**config.mk**
```make
export PLATFORM = sky130hd
export DESIGN_NAME = gf2m_reduce_193_flat
export DESIGN_NICKNAME = d
export VERILOG_FILES = /design/src/rtl/gf2m_193_pkg.sv /design/src/rtl/gf2m_reduce_193_if.sv /design/src/rtl/gf2m_fold_chunk.sv /design/src/rtl/gf2m_reduce_193.sv /design/src/flat_wrapper.sv
export SDC_FILE = /design/constraint.sdc
export NUM_CORES = 1
export LEC_CHECK = 0
export BUFFER_PORTS_ARGS = -buffer_cell sky130_fd_sc_hd__buf_4
export CORE_AREA = 5 5 236 238
export CTS_BUF_LIST = sky130_fd_sc_hd__clkbuf_8
export CTS_CLUSTER_DIAMETER = 80
export DETAILED_ROUTE_END_ITERATION = 7
export DIE_AREA = 0 0 241 243
export PLACE_DENSITY = 0.7
export SYNTH_ARGS = -nofsm -noshare
export SYNTH_HDL_FRONTEND = slang
export SYNTH_SLANG_ARGS = --single-unit
```
**constraint.sdc**
```tcl
create_clock -name clk -period 6.59 [get_ports clk]
set_clock_uncertainty 0.05 [all_clocks]
set_input_delay 0.9885 -clock clk [delete_from_list [all_inputs] [get_ports clk]]
set_output_delay 0.9885 -clock clk [all_outputs]
set_load 0.05 [all_outputs]
```
**src/rtl/gf2m_193_pkg.sv**
```systemverilog
// Shared types and constants for the sect193 reducer, f(x) = x^193 + x^15 + 1.
package gf2m_193_pkg;
   localparam int M      = 193;
   localparam int PROD_W = 385;
   localparam int F_MID  = 15;
   localparam int EXC_W  = PROD_W - M;

   typedef logic [M-1:0]      elem_t;
   typedef logic [PROD_W-1:0] prod_t;

   typedef enum logic [1:0] {
      S_IDLE = 2'd0,
      S_FOLD = 2'd1,
      S_DONE = 2'd2
   } state_t;
endpackage

```
**src/rtl/gf2m_reduce_193_if.sv**
```systemverilog
// Product-in / result-out handshake bundle of the reducer, plus its busy flag.
interface gf2m_reduce_193_if;
   // Valid/ready on both sides: a transfer happens on a rising edge where valid
   // and ready are both high; valid, once raised, is held with stable data until then.
   logic                  in_valid;
   logic                  in_ready;
   gf2m_193_pkg::prod_t   in_prod;
   logic                  out_valid;
   logic                  out_ready;
   gf2m_193_pkg::elem_t   out_res;
   logic                  busy;

   modport master (
      output in_valid, in_prod, out_ready,
      input  in_ready, out_valid, out_res, busy
   );

   modport slave (
      input  in_valid, in_prod, out_ready,
      output in_ready, out_valid, out_res, busy
   );
endinterface

```
**src/rtl/gf2m_fold_chunk.sv**
```systemverilog
// Folds one FOLD_W-bit chunk of the excess bits, selected by k (top chunk first),
// back into lower positions using x^193 = x^15 + 1.
module gf2m_fold_chunk
   import gf2m_193_pkg::*;
#(
   parameter int FOLD_W = 32,
   parameter int CNT_W  = 3
) (
   input  prod_t             r,
   input  logic [CNT_W-1:0]  k,
   output prod_t             r_next
);
   localparam int NUM_FOLDS = EXC_W / FOLD_W;

   prod_t folded [NUM_FOLDS];

   for (genvar j = 0; j < NUM_FOLDS; j++) begin : g_step
      localparam int LO = PROD_W - (j + 1) * FOLD_W;
      logic [FOLD_W-1:0] chunk;
      prod_t             f;

      assign chunk = r[LO +: FOLD_W];

      // Bit i moves to i-178 and i-193; all from the chunk sampled at cycle start.
      always_comb begin
         f = r;
         f[LO +: FOLD_W] = '0;
         f = f ^ (prod_t'(chunk) << (LO - (M - F_MID))) ^ (prod_t'(chunk) << (LO - M));
      end

      assign folded[j] = f;
   end

   always_comb begin
      r_next = r;
      for (int j = 0; j < NUM_FOLDS; j++) begin
         if (k == CNT_W'(j)) r_next = folded[j];
      end
   end
endmodule

```
**src/rtl/gf2m_reduce_193.sv**
```systemverilog
// Sequential GF(2^193) reducer: captures a 385-bit product, folds FOLD_W excess
// bits per cycle, then presents the 193-bit remainder until the consumer takes it.
module gf2m_reduce_193
   import gf2m_193_pkg::*;
#(
   parameter int FOLD_W = 32
) (
   input  logic                    clk,
   input  logic                    rst_n,
   gf2m_reduce_193_if.slave        bus,
   output state_t                  state_dbg
);
   localparam int NUM_FOLDS = EXC_W / FOLD_W;
   localparam int CNT_W     = $clog2(NUM_FOLDS);

   if (FOLD_W < 1 || FOLD_W > 96 || (EXC_W % FOLD_W) != 0) begin : g_bad_fold_w
      $error("FOLD_W must divide 192 and lie in 1..96");
   end

   state_t            state, state_n;
   prod_t             r, r_n, r_fold;
   logic [CNT_W-1:0]  cnt, cnt_n;
   logic              in_ready, out_valid, busy;
   elem_t             out_res;

   gf2m_fold_chunk #(
      .FOLD_W (FOLD_W),
      .CNT_W  (CNT_W)
   ) u_fold (
      .r      (r),
      .k      (cnt),
      .r_next (r_fold)
   );

   always_ff @(posedge clk or negedge rst_n) begin
      if (!rst_n) begin
         state <= S_IDLE;
         r     <= '0;
         cnt   <= '0;
      end else begin
         state <= state_n;
         r     <= r_n;
         cnt   <= cnt_n;
      end
   end

   always_comb begin
      state_n   = state;
      r_n       = r;
      cnt_n     = cnt;
      in_ready  = 1'b0;
      out_valid = 1'b0;
      busy      = 1'b0;
      out_res   = '0;
      case (state)
         S_IDLE: begin
            in_ready = 1'b1;
            if (bus.in_valid) begin
               r_n     = bus.in_prod;
               cnt_n   = '0;
               state_n = S_FOLD;
            end
         end
         S_FOLD: begin
            busy  = 1'b1;
            r_n   = r_fold;
            cnt_n = cnt + CNT_W'(1);
            if (cnt == CNT_W'(NUM_FOLDS - 1)) state_n = S_DONE;
         end
         S_DONE: begin
            busy      = 1'b1;
            out_valid = 1'b1;
            out_res   = r[M-1:0];
            if (bus.out_ready) state_n = S_IDLE;
         end
         default: state_n = S_IDLE;
      endcase
   end

   assign bus.in_ready  = in_ready;
   assign bus.out_valid = out_valid;
   assign bus.out_res   = out_res;
   assign bus.busy      = busy;
   assign state_dbg     = state;
endmodule

```
**src/flat_wrapper.sv**
```systemverilog
// flat-port wrapper written by rule: the top's interface ports become plain ports
module gf2m_reduce_193_flat import gf2m_193_pkg::*;
#(
   parameter int FOLD_W = 32
)
  (clk, rst_n, state_dbg, bus_in_valid, bus_in_prod, bus_out_ready, bus_in_ready, bus_out_valid, bus_out_res, bus_busy);
  gf2m_reduce_193_if bus_i ();
  input  logic clk;
  input  logic rst_n;
  output state_t state_dbg;
  input wire logic [$bits(bus_i.in_valid)-1:0] bus_in_valid;
  input wire logic [$bits(bus_i.in_prod)-1:0] bus_in_prod;
  input wire logic [$bits(bus_i.out_ready)-1:0] bus_out_ready;
  output wire logic [$bits(bus_i.in_ready)-1:0] bus_in_ready;
  output wire logic [$bits(bus_i.out_valid)-1:0] bus_out_valid;
  output wire logic [$bits(bus_i.out_res)-1:0] bus_out_res;
  output wire logic [$bits(bus_i.busy)-1:0] bus_busy;
  assign bus_i.in_valid = bus_in_valid;
  assign bus_i.in_prod = bus_in_prod;
  assign bus_i.out_ready = bus_out_ready;
  assign bus_in_ready = bus_i.in_ready;
  assign bus_out_valid = bus_i.out_valid;
  assign bus_out_res = bus_i.out_res;
  assign bus_busy = bus_i.busy;
  gf2m_reduce_193 #(.FOLD_W(FOLD_W)) u_core (.clk(clk), .rst_n(rst_n), .bus(bus_i), .state_dbg(state_dbg));
endmodule
```
==> qor.txt, run 1 <==
Yosys warns: 0
Least-Margin Pin Slew: 1.323 ns
TritonCTS Buffers: 73
Max stage delay on crit path: 0.74 ns
Largest net degree at the start of global routing: 153
Most frequent cells in the layout: buf_4 (613), dfrtp_1 (389), o21ai_0 (246)
Worst hold path class: input port to asynchronous set/reset pin
GPL Wtd Cong: 0.9328
Switch share: 47.41%
Die Ht: 243 um
Met3 GRT Util: 5.335%
H-tree depth: 3
DR WL/cell: 23.51 um
RSZ-0062 raised after global routing: no
Synthesized netlist cell count: 2420
Area growth syn-to-layout: 28.67%
DR vias/cell: 5.968
Most used DFF post-synth: dfrtp_1
Max_slew headroom: 11.48%
Post-CTS Setup Bufs: 0
Top Usage Layer GRT: met2
Fin crit period: 4.366 ns
Avg Cell Area, Syn: 9.112 sq um
Startpoint type of the worst setup path: register
Post-Syn Nets: 2818
#FFs+latches synth: 390
DRT antenna net count: 0
Starting Density: 41.30%
Initial antenna violation count: 9
TNS Setup: 0 ns
Initial DRC Count: 2111
CTS tree: yes
Quantity of gates resized following cts: 0
Residual DRC: 0
Reg clk slew, reported paths: 0.07 ns
CP max-delay cell: ha_4
GR Util All Layers: 28.00%
Fmax achieved: 0.2290 GHz
# fillers: 4858
Final Hold Viols: 0
Final setup fails: 0
Asr flop ratio synth: 100.0%
Max_cap viols: 0
Boundary pin count: 587
Comb pwr share: 48.7%
Critical path peak fanout: 92
Clock root buffer: clkbuf_8
Horiz. Die Dim: 241 um
Share of cells above drive strength 1: 26.05%
Internal: 7.704 mW
Nets: 3306
M1 GR Usage: 36.74%
Vias: 21872
Vias in the first global route: 21706
Fin crit share: 66.25%
Core ar.: 53390 sq um
Critical path type: register to output pin
CP arrival: 3.33 ns
Placement Rows: 85
Sw Pwr: 6.945 mW
Leak: 13.16 nW
Peak supply drop: 0.3541 mV
Met2 Usage GRT: 45.31%
Clock Latency Late Sink: 0.66 ns
DRT Wirelength: 86.15 mm
Slew Limit Fails: 0
Critical Path RT: 5.55 ns
Commonest non-fill, non-tap cell in the layout: buf_4
Util after Layout: 53.15%
Hold buffer count at CTS: 0
Synthesized area: 22050 sq um
Post-synth EDFFs: 0
Worst path cell trace: inv_1 -> ha_4 -> buf_4 -> and2_1 -> buf_4
Drt pass-1 iters: 6
Outcome: complete, no violations
Total global routing overflow: 0
Sequential Power Share: 34.6%
Final HPWL DP: 60.44 mm
Yosys cell types: 62
Clk sinks: 390
PwrDens: 516.3 nW/um^2
Overall die area: 58560 sq um
Clock tree buffer depth: 3
Cell mode on critical path: buf_4
Critical Path Sink Type: output pin
Clock network power share: 16.7%
Post-synthesis sequential area ratio: 44.26%
PortBufs: 586
Global-route wire length before repair: 129.2 mm
==> layout make-up <==
| cell class | count | area (sq um) | share of cell area, % |
|---|---|---|---|
| clock buffer | 88 | 1211 | 4.269 |
| tap | 696 | 870.8 | 3.069 |
| multi-input combinational | 1770 | 11360 | 40.03 |
| clock inverter | 39 | 275.3 | 0.9701 |
| sequential | 390 | 9761 | 34.40 |
| antenna | 9 | 22.52 | 0.07938 |
| timing repair buffer | 616 | 4657 | 16.41 |
| inverter | 57 | 219.0 | 0.7717 |
==> power groups by stage <==
stage / sequential [mW] / clock [mW] / combinational (mW)
floorplan: 4.40 / 0 / 5.43
global placement: 4.97 / 0 / 6.78
detailed placement: 5.04 / 0 / 7.05
CTS: 5.01 / 2.49 / 7.09
global route: 5.17 / 2.59 / 7.84
finish: 5.06 / 2.45 / 7.13
==> critical path, delay by kind of cell, from the launching register on <==
| kind | cells | cell delay (ns) |
|---|---|---|
| adders and majority gates | 1 | 0.74 |
| buffers and inverters | 3 | 1.11 |
| DFF | 1 | 0.42 |
| and+or+nand+nor | 1 | 0.29 |
==> registers in the layout (all words and copies together), names as in the netlist <==
name,flops
u_core.r,385
u_core.cnt,3
u_core.state_dbg,2
==> metrics by stage <==
stage	instance area, sq um	worst slack [ns]	hold WS (ns)	power, mW	std cells
6_report	28370	2.224	0.2924	14.65	3665
3_5_place_dp	26860	2.554	0.4499	12.08	3529
4_1_cts	28350	2.134	0.2988	14.58	3656
5_1_grt	28370	1.958	0.3306	15.60	3664
3_3_place_gp	26860	2.695	0.4507	11.75	3529
2_1_floorplan	22050	2.994	0.4295	9.824	2420
==> logic make-up after synthesis <==
kind of cell | count (synthesis) | share of synthesized area [%]
AO/OA/AOI/OAI | 847 | 26.22
XOR/XNOR | 132 | 5.243
multiplexers | 32 | 1.543
AND/OR/NAND/NOR | 750 | 17.37
buffers and inverters | 260 | 4.851
flip-flops | 390 | 44.26
adder cells (fa/ha/maj) | 9 | 0.5107
==> cells in the mapped netlist, types with 16 or more instances <==
cell,instances,share of area [%]
a21o_1,32,1.1
xnor2_1,85,3.4
o31ai_1,18,0.61
a2bb2oi_1,17,0.68
o21ai_0,246,5.6
xor2_1,47,1.9
clkbuf_1,130,2.2
a221o_1,30,1.4
and3_1,30,0.85
a22o_1,114,4.5
o22ai_1,51,1.4
a31oi_1,34,0.96
dfrtp_1,390,44
nor2b_1,54,1.5
nor3_1,34,0.77
nand2_1,203,3.5
nor3b_1,48,1.6
buf_2,51,1.2
mux2_2,16,0.82
nand3_1,69,1.6
a32oi_1,30,1.2
mux2i_1,16,0.73
a21oi_1,128,2.9
o221ai_1,30,1.2
nor2_1,121,2.1
and2_1,178,5.0
o32ai_1,32,1.3
inv_1,56,0.95
==> worst paths after layout <==
kind | start | end | slack, ns | cells after the start
min reg2reg | u_core.r[87] | u_core.r[87] | 0.47 | 1
min in group clk | u_core.r[87] | u_core.r[87] | 0.47 | 1
max | u_core.state_dbg[0] | bus_out_res[113] | 2.22 | 5
min | rst_n | u_core.r[369] | 0.29 | 1
max reg2reg | u_core.state_dbg[1] | u_core.r[181] | 2.56 | 7
max in group asynchronous | rst_n | u_core.cnt[2] | 4.73 | 2
==> routing by layer <==
layer | vias up | wire (um)
met5 | - | 20
met4 | 2 | 3844
met3 | 222 | 6747
met2 | 1123 | 41900
met1 | 10762 | 33640
li1 | 9763 | -
Note: power is estimated with default switching activity, not from simulation.
==> run 2, diff against run 1 <==
==> constraint.sdc (replaced) <==
create_clock -name clk -period 4.08 [get_ports clk]
set_clock_uncertainty 0.05 [all_clocks]
set_input_delay 0.612 -clock clk [delete_from_list [all_inputs] [get_ports clk]]
set_output_delay 0.612 -clock clk [all_outputs]
set_load 0.05 [all_outputs]
==> run 2 against run 1 <==
Register-to-register slack worse by 1.7 ns. Sequential power up 59%. Critical path type is now register to register. Critical path depth up 3. Via count up 0.42%. Clock power up 63%. Sequential share of layout area down 0.29 points. Die area unchanged. Highest routed layer unchanged. First-iteration DRC count up 0.28%. Cell count up 0.60%. Clock-buffer cell count up 10. Largest power group unchanged. Design area up 0.84%. Combinational power up 63%.
==> qor.txt, run 2 (synthesis results as in run 1) <==
Outcome: complete, no violations
Hold EP: u_core.r[228]
TritonCTS Buffers: 72 (-1.4%)
CTS tree: yes
PortBufs: 586 (unchanged)
Hold buffer count at CTS: 1 (+1)
Starting Density: 41.30% (unchanged)
Hold_sp: bus_in_prod[228]
Comb pwr share: 49.1% (+0.4 points)
Max stage delay on crit path: 0.83 ns (+0.09 ns)
Drt pass-1 iters: 5 (-1)
Fmax achieved: 0.3095 GHz
Share of cells above drive strength 1: 26.94% (+0.89 points)
Buf/Inv on CP: 2 (-1)
Fin crit period: 3.231 ns
R2R depth: 8 (+1)
DR WL/cell: 23.32 um (-0.78%)
Non-Filler Instances: 3687 (+0.60%)
FF-to-FF setup slack: 0.85 ns (-1.71 ns)
Least-Margin Pin Slew: 1.274 ns (-0.04911 ns)
Crit path max-delay family: multiplexers
Quantity of gates resized following cts: 0 (unchanged)
Residual DRC: 0 (unchanged)
Total global routing overflow: 0 (unchanged)
Clk sinks: 390 (unchanged)
Horiz. Die Dim: 241 um (unchanged)
Total power: 23.65 mW (+61%)
Sequential Power Share: 34.0% (-0.6 points)
Reg clk slew, reported paths: 0.06 ns (about the same)
PwrDens: 826.5 nW/um^2 (+60%)
Area growth syn-to-layout: 29.75%
Internal: 12.60 mW (+64%)
Clock tree buffer depth: 3 (unchanged)
Peak supply drop: 0.4409 mV (+24%)
Fin crit share: 79.18%
Switch share: 46.71% (-0.70 points)
Setup WS pre-CTS: 0.8762 ns (-1.678 ns)
Clock Latency Late Sink: 0.63 ns (-0.03 ns)
Final Hold Viols: 0 (unchanged)
GPL Wtd Cong: 0.9349 (+0.23%)
Core ar.: 53390 sq um (unchanged)
Initial DRC Count: 2117 (+0.28%)
Max_cap viols: 0 (unchanged)
Die Ht: 243 um (unchanged)
Slew Limit Fails: 0 (unchanged)
Placement Rows: 85 (unchanged)
Worst path cell trace: inv_1 -> ha_1 -> mux2i_4 -> a21oi_2 -> nand2_2 -> buf_4 -> o21ai_0 -> o21ai_0
Startpoint type of the worst setup path: register
Leak: 13.28 nW (+0.90%)
CP max-delay cell: mux2i_4
Largest net degree at the start of global routing: 111 (-27%)
Final Worst Setup Slack: 0.8495 ns (-1.375 ns)
DRT Wirelength: 85.99 mm (-0.19%)
Hold Crit Depth: 2
Max FFs per register: 385 (unchanged)
Final setup fails: 0 (unchanged)
Commonest non-fill, non-tap cell in the layout: buf_4
Boundary pin count: 587 (unchanged)
Max_slew headroom: 14.81% (+3.3 points)
Critical path peak fanout: 98 (+6.5%)
Worst hold path class: input port to register
GR Util All Layers: 27.90% (-0.10 points)
RSZ-0062 raised after global routing: no
DRT antenna net count: 0 (unchanged)
Largest register by flop count: u_core.r
TNS Setup: 0 ns (unchanged)
Global-route wire length before repair: 128.9 mm (-0.19%)
CP arrival: 3.71 ns (+0.38 ns)
Cell mode on critical path: o21ai_0
Most frequent cells in the layout: buf_4 (633), dfrtp_1 (389), o21ai_0 (246)
Reg-to-Reg Start: u_core.state_dbg[0]
Vias: 21963 (+0.42%)
DR vias/cell: 5.957 (-0.18%)
Clock network power share: 16.9% (+0.2 points)
Reg2Reg Capture Point: u_core.r[124]
Initial antenna violation count: 11 (+2)
Critical Path Sink Type: register
Sw Pwr: 11.04 mW (+59%)
H-tree depth: 3 (unchanged)
Post-CTS Setup Bufs: 0 (unchanged)
Overall die area: 58560 sq um (unchanged)
Placed cells: 3551 (+0.62%)
Util after Layout: 53.59% (+0.45 points)
Critical Path RT: 4.56 ns (-0.99 ns)
Nets: 3328 (+0.67%)
Clock root buffer: clkbuf_8
Critical path type: register to register
Vias in the first global route: 21669 (-0.17%)
Final HPWL DP: 61.60 mm (+1.9%)
-- run 2: cell types whose count changed in the layout (fill, tap and decap cells not counted), moves of 2 or more --
cell        previous run  this run
buf_4                613       633
inv_1                 82        70
clkbuf_8              88        98
clkinv_2               3         8
clkinvlp_4             4         1
buf_12                 2         4
bufinv_16              4         2
-- run 2: how the worst max path moves through the flow --
stage	slack, ns	endpoint	depth (start not counted)	startpoint
floorplan	0.86	bus_out_res[54]	4	u_core.state_dbg[1]
global placement	0.96	u_core.r[29]	7	u_core.state_dbg[1]
detailed placement	0.88	u_core.r[14]	7	u_core.state_dbg[1]
CTS	0.80	bus_out_res[144]	5	u_core.state_dbg[0]
global route	0.56	u_core.r[111]	8	u_core.state_dbg[0]
finish	0.85	u_core.r[124]	8	u_core.state_dbg[0]
-- run 2: routing by layer --
layer	wire (um)	track usage [%]
met1	33210	36.14
met3	6624	4.473
met4	3775	12.96
met5	34	0
met2	42350	45.78
-- run 2: area by class of cell --
type | count | area, sq um
timing repair buffer | 639 | 4857
clock inverter | 27 | 172.7
fill | 4844 | 24780
clock buffer | 98 | 1349
antenna | 10 | 25.02
inverter | 57 | 219.0
sequential | 390 | 9761
tap | 696 | 870.8
multi-input combinational | 1770 | 11360
-- run 2: metrics by stage --
step                      instance area [sq um]  hold WS [ns]
after floorplan                           22050        0.2664
after global placement                    27050        0.4476
after detailed placement                  27050        0.4531
after CTS                                 28590       0.09005
after global routing                      28610        0.1191
final                                     28610        0.1596
-- run 2: power groups by stage --
stage	Sequential, mW	Clock [mW]	Combinational (mW)
global route	8.23	4.25	12.7
finish	8.05	3.99	11.6
CTS	7.96	4.07	11.6
detailed placement	8.01	0	11.5
floorplan	7.10	0	8.77
global placement	7.89	0	11.1
==> run 3, diff against run 2 <==
==> constraint.sdc (replaced) <==
create_clock -name clk -period 3.2 [get_ports clk]
set_clock_uncertainty 0.05 [all_clocks]
set_input_delay 0.48 -clock clk [delete_from_list [all_inputs] [get_ports clk]]
set_output_delay 0.48 -clock clk [all_outputs]
set_load 0.05 [all_outputs]
==> run 3 against run 2 <==
Clock power up 15%. Combinational power increased by 31%. Utilization rose by 1.9 points. Cell count is 2.8% higher. Sequential power up 28%. Worst setup slack worse by 0.65 ns. Global-route usage is 0.36 points higher. Routed wire length is 1.2% higher.
==> qor.txt, run 3 (synthesis results as in run 1) <==
Vias: 22572 (+2.8%)
Max_cap viols: 0 (unchanged)
DR WL/cell: 22.95 um (-1.6%)
Die Ht: 243 um (unchanged)
Fmax achieved: 0.3335 GHz (+7.7%)
DRT antenna net count: 0 (unchanged)
Area of placed instances: 27190 sq um (+0.52%)
Overall die area: 58560 sq um (unchanged)
Final HPWL DP: 61.17 mm (-0.70%)
H-tree depth: 3 (unchanged)
Horiz. Die Dim: 241 um (unchanged)
Reg-to-Reg Start: u_core.cnt[1]
Most frequent cells in the layout: buf_4 (625), dfrtp_1 (389), o21ai_0 (246)
Starting Density: 41.30% (unchanged)
PortBufs: 586 (unchanged)
Hold_sp: bus_in_prod[321]
Final Cell Area: 29630 sq um (+3.6%)
Nets: 3435 (+3.2%)
Clock Latency Late Sink: 0.64 ns (about the same)
CTS tree: yes
GR Util All Layers: 28.26% (+0.36 points)
GPL Wtd Cong: 0.9079 (-2.9%)
CP arrival: 3.53 ns (-0.18 ns)
RSZ-0062 raised after global routing: yes
Clk sinks: 390 (unchanged)
Worst hold path class: input port to register
Max_slew headroom: 26.62% (+12 points)
Clock root buffer: clkbuf_8
Largest net degree at the start of global routing: 178 (+60%)
DRT Wirelength: 87.01 mm (+1.2%)
Least-Margin Pin Slew: 1.097 ns (-0.1772 ns)
Clock tree buffer depth: 3 (unchanged)
Critical path type: register to register
Peak supply drop: 0.6398 mV (+45%)
Critical Path Sink Type: register
Critical path peak fanout: 38 (-61%)
Worst path cell trace: inv_1 -> ha_1 -> buf_4 -> o21ai_0 -> nand3_1 -> o32ai_1 -> a22o_1
Total global routing overflow: 0 (unchanged)
Outcome: complete, no violations
Residual DRC: 0 (unchanged)
DR vias/cell: 5.954 (about the same)
Setup WS pre-CTS: 0.2971 ns (-0.5791 ns)
Slew Limit Fails: 0 (unchanged)
Final Hold Viols: 0 (unchanged)
CP startpoint: u_core.cnt[1]
Vias in the first global route: 22237 (+2.6%)
Max stage delay on crit path: 0.63 ns (-0.20 ns)
Core ar.: 53390 sq um (unchanged)
Area growth syn-to-layout: 34.39%
Final Worst Setup Slack: 0.2017 ns (-0.6477 ns)
Commonest non-fill, non-tap cell in the layout: buf_4
Critical Path RT: 3.73 ns (-0.83 ns)
Max FFs per register: 385 (unchanged)
Post-CTS Setup Bufs: 0 (unchanged)
TNS Setup: 0 ns (unchanged)
Initial antenna violation count: 10 (-1)
CP max-delay cell: nand3_1
Reg clk slew, reported paths: 0.06 ns (about the same)
TritonCTS Buffers: 70 (-2.8%)
Largest register by flop count: u_core.r
Leak: 13.70 nW (+3.2%)
Hold Slack: 0.06735 ns (-0.09227 ns)
Boundary pin count: 587 (unchanged)
Global-route wire length before repair: 130.4 mm (+1.1%)
Fin crit share: 93.70% (+15 points)
Fin crit period: 2.998 ns (-0.2323 ns)
Util after Layout: 55.51% (+1.9 points)
Final setup fails: 0 (unchanged)
PwrDens: 1014 nW/um^2 (+23%)
Startpoint type of the worst setup path: register
Share of cells above drive strength 1: 25.64% (-1.3 points)
Drt pass-1 iters: 5 (unchanged)
# fillers: 4704 (-2.9%)
Placement Rows: 85 (unchanged)
Initial DRC Count: 2109 (-0.38%)
==> run 3: cell count changes in the layout (fill, tap and decap cells not counted), sizes merged <==
cell,previous run,this run
dlygate4sd3,1,108
clkbuf,98,86
inv,72,81
clkinv,9,6
clkinvlp,1,4
buf,638,640
bufinv,2,0
==> run 3: worst max-delay path: cells and delay by family (launching register included) <==
kind / cells / cell delay, ns
AO/OA/AOI/OAI: 3 / 1.20
buffers and inverters: 2 / 0.38
flip-flops: 1 / 0.40
adder cells (fa/ha/maj): 1 / 0.26
AND/OR/NAND/NOR: 1 / 0.63
==> run 3: power breakdown <==
group	internal [mW]	total (mW)	switching, mW
Combinational	6.14	15.2	9.07
Clock	2.41	4.57	2.16
Sequential	7.33	10.3	2.94
==> run 3: what timing repair did <==
item | in CTS | in global routing
endpoints found under the setup margin | 3 | 2
hold endpoints to repair | 185 | 0
gates resized for setup | 1 | 0
hold buffers | 108 | 0
gates cloned | 0 | 0
==> run 3: final cells by class <==
type                            count  area, sq um  area share, %
Timing Repair Buffer              748         6068          20.48
Sequential cell                   390         9761          32.94
Antenna cell                       10        25.02        0.08444
Multi-Input combinational cell   1770        11360          38.32
Clock buffer                       86         1184          3.994
Clock inverter                     34        148.9         0.5024
Tap cell                          696        870.8          2.939
Inverter                           57        220.2         0.7431
==> run 3: metrics by stage <==
step,instances,power (mW)
floorplan,2420,20.23
global placement,3553,24.47
detailed placement,3553,25.12
CTS,3781,29.90
global route,3790,32.07
finish,3791,30.05
==> run 3: worst paths after layout <==
kind                       cells after the start  slack [ns]            end
setup / recovery                               7        0.20  u_core.r[165]
hold / removal                                 3        0.07  u_core.r[321]
setup reg to reg                               7        0.20  u_core.r[165]
hold reg to reg                                1        0.47   u_core.r[83]
max in group asynchronous                      3        1.77  u_core.r[189]
min in group asynchronous                      2        0.43  u_core.r[181]
==> run 3: metal layers <==
metal  track usage (%)  routed length (um)  share of wire [%]  up-vias
li1                  -                   -                  -    10043
met1             36.17               33250                 38    11043
met2             45.81               42250                 49     1251
met3             5.222                7115                8.2      233
met4             14.19                4389                5.0        2
met5                 0                   7             0.0080        -
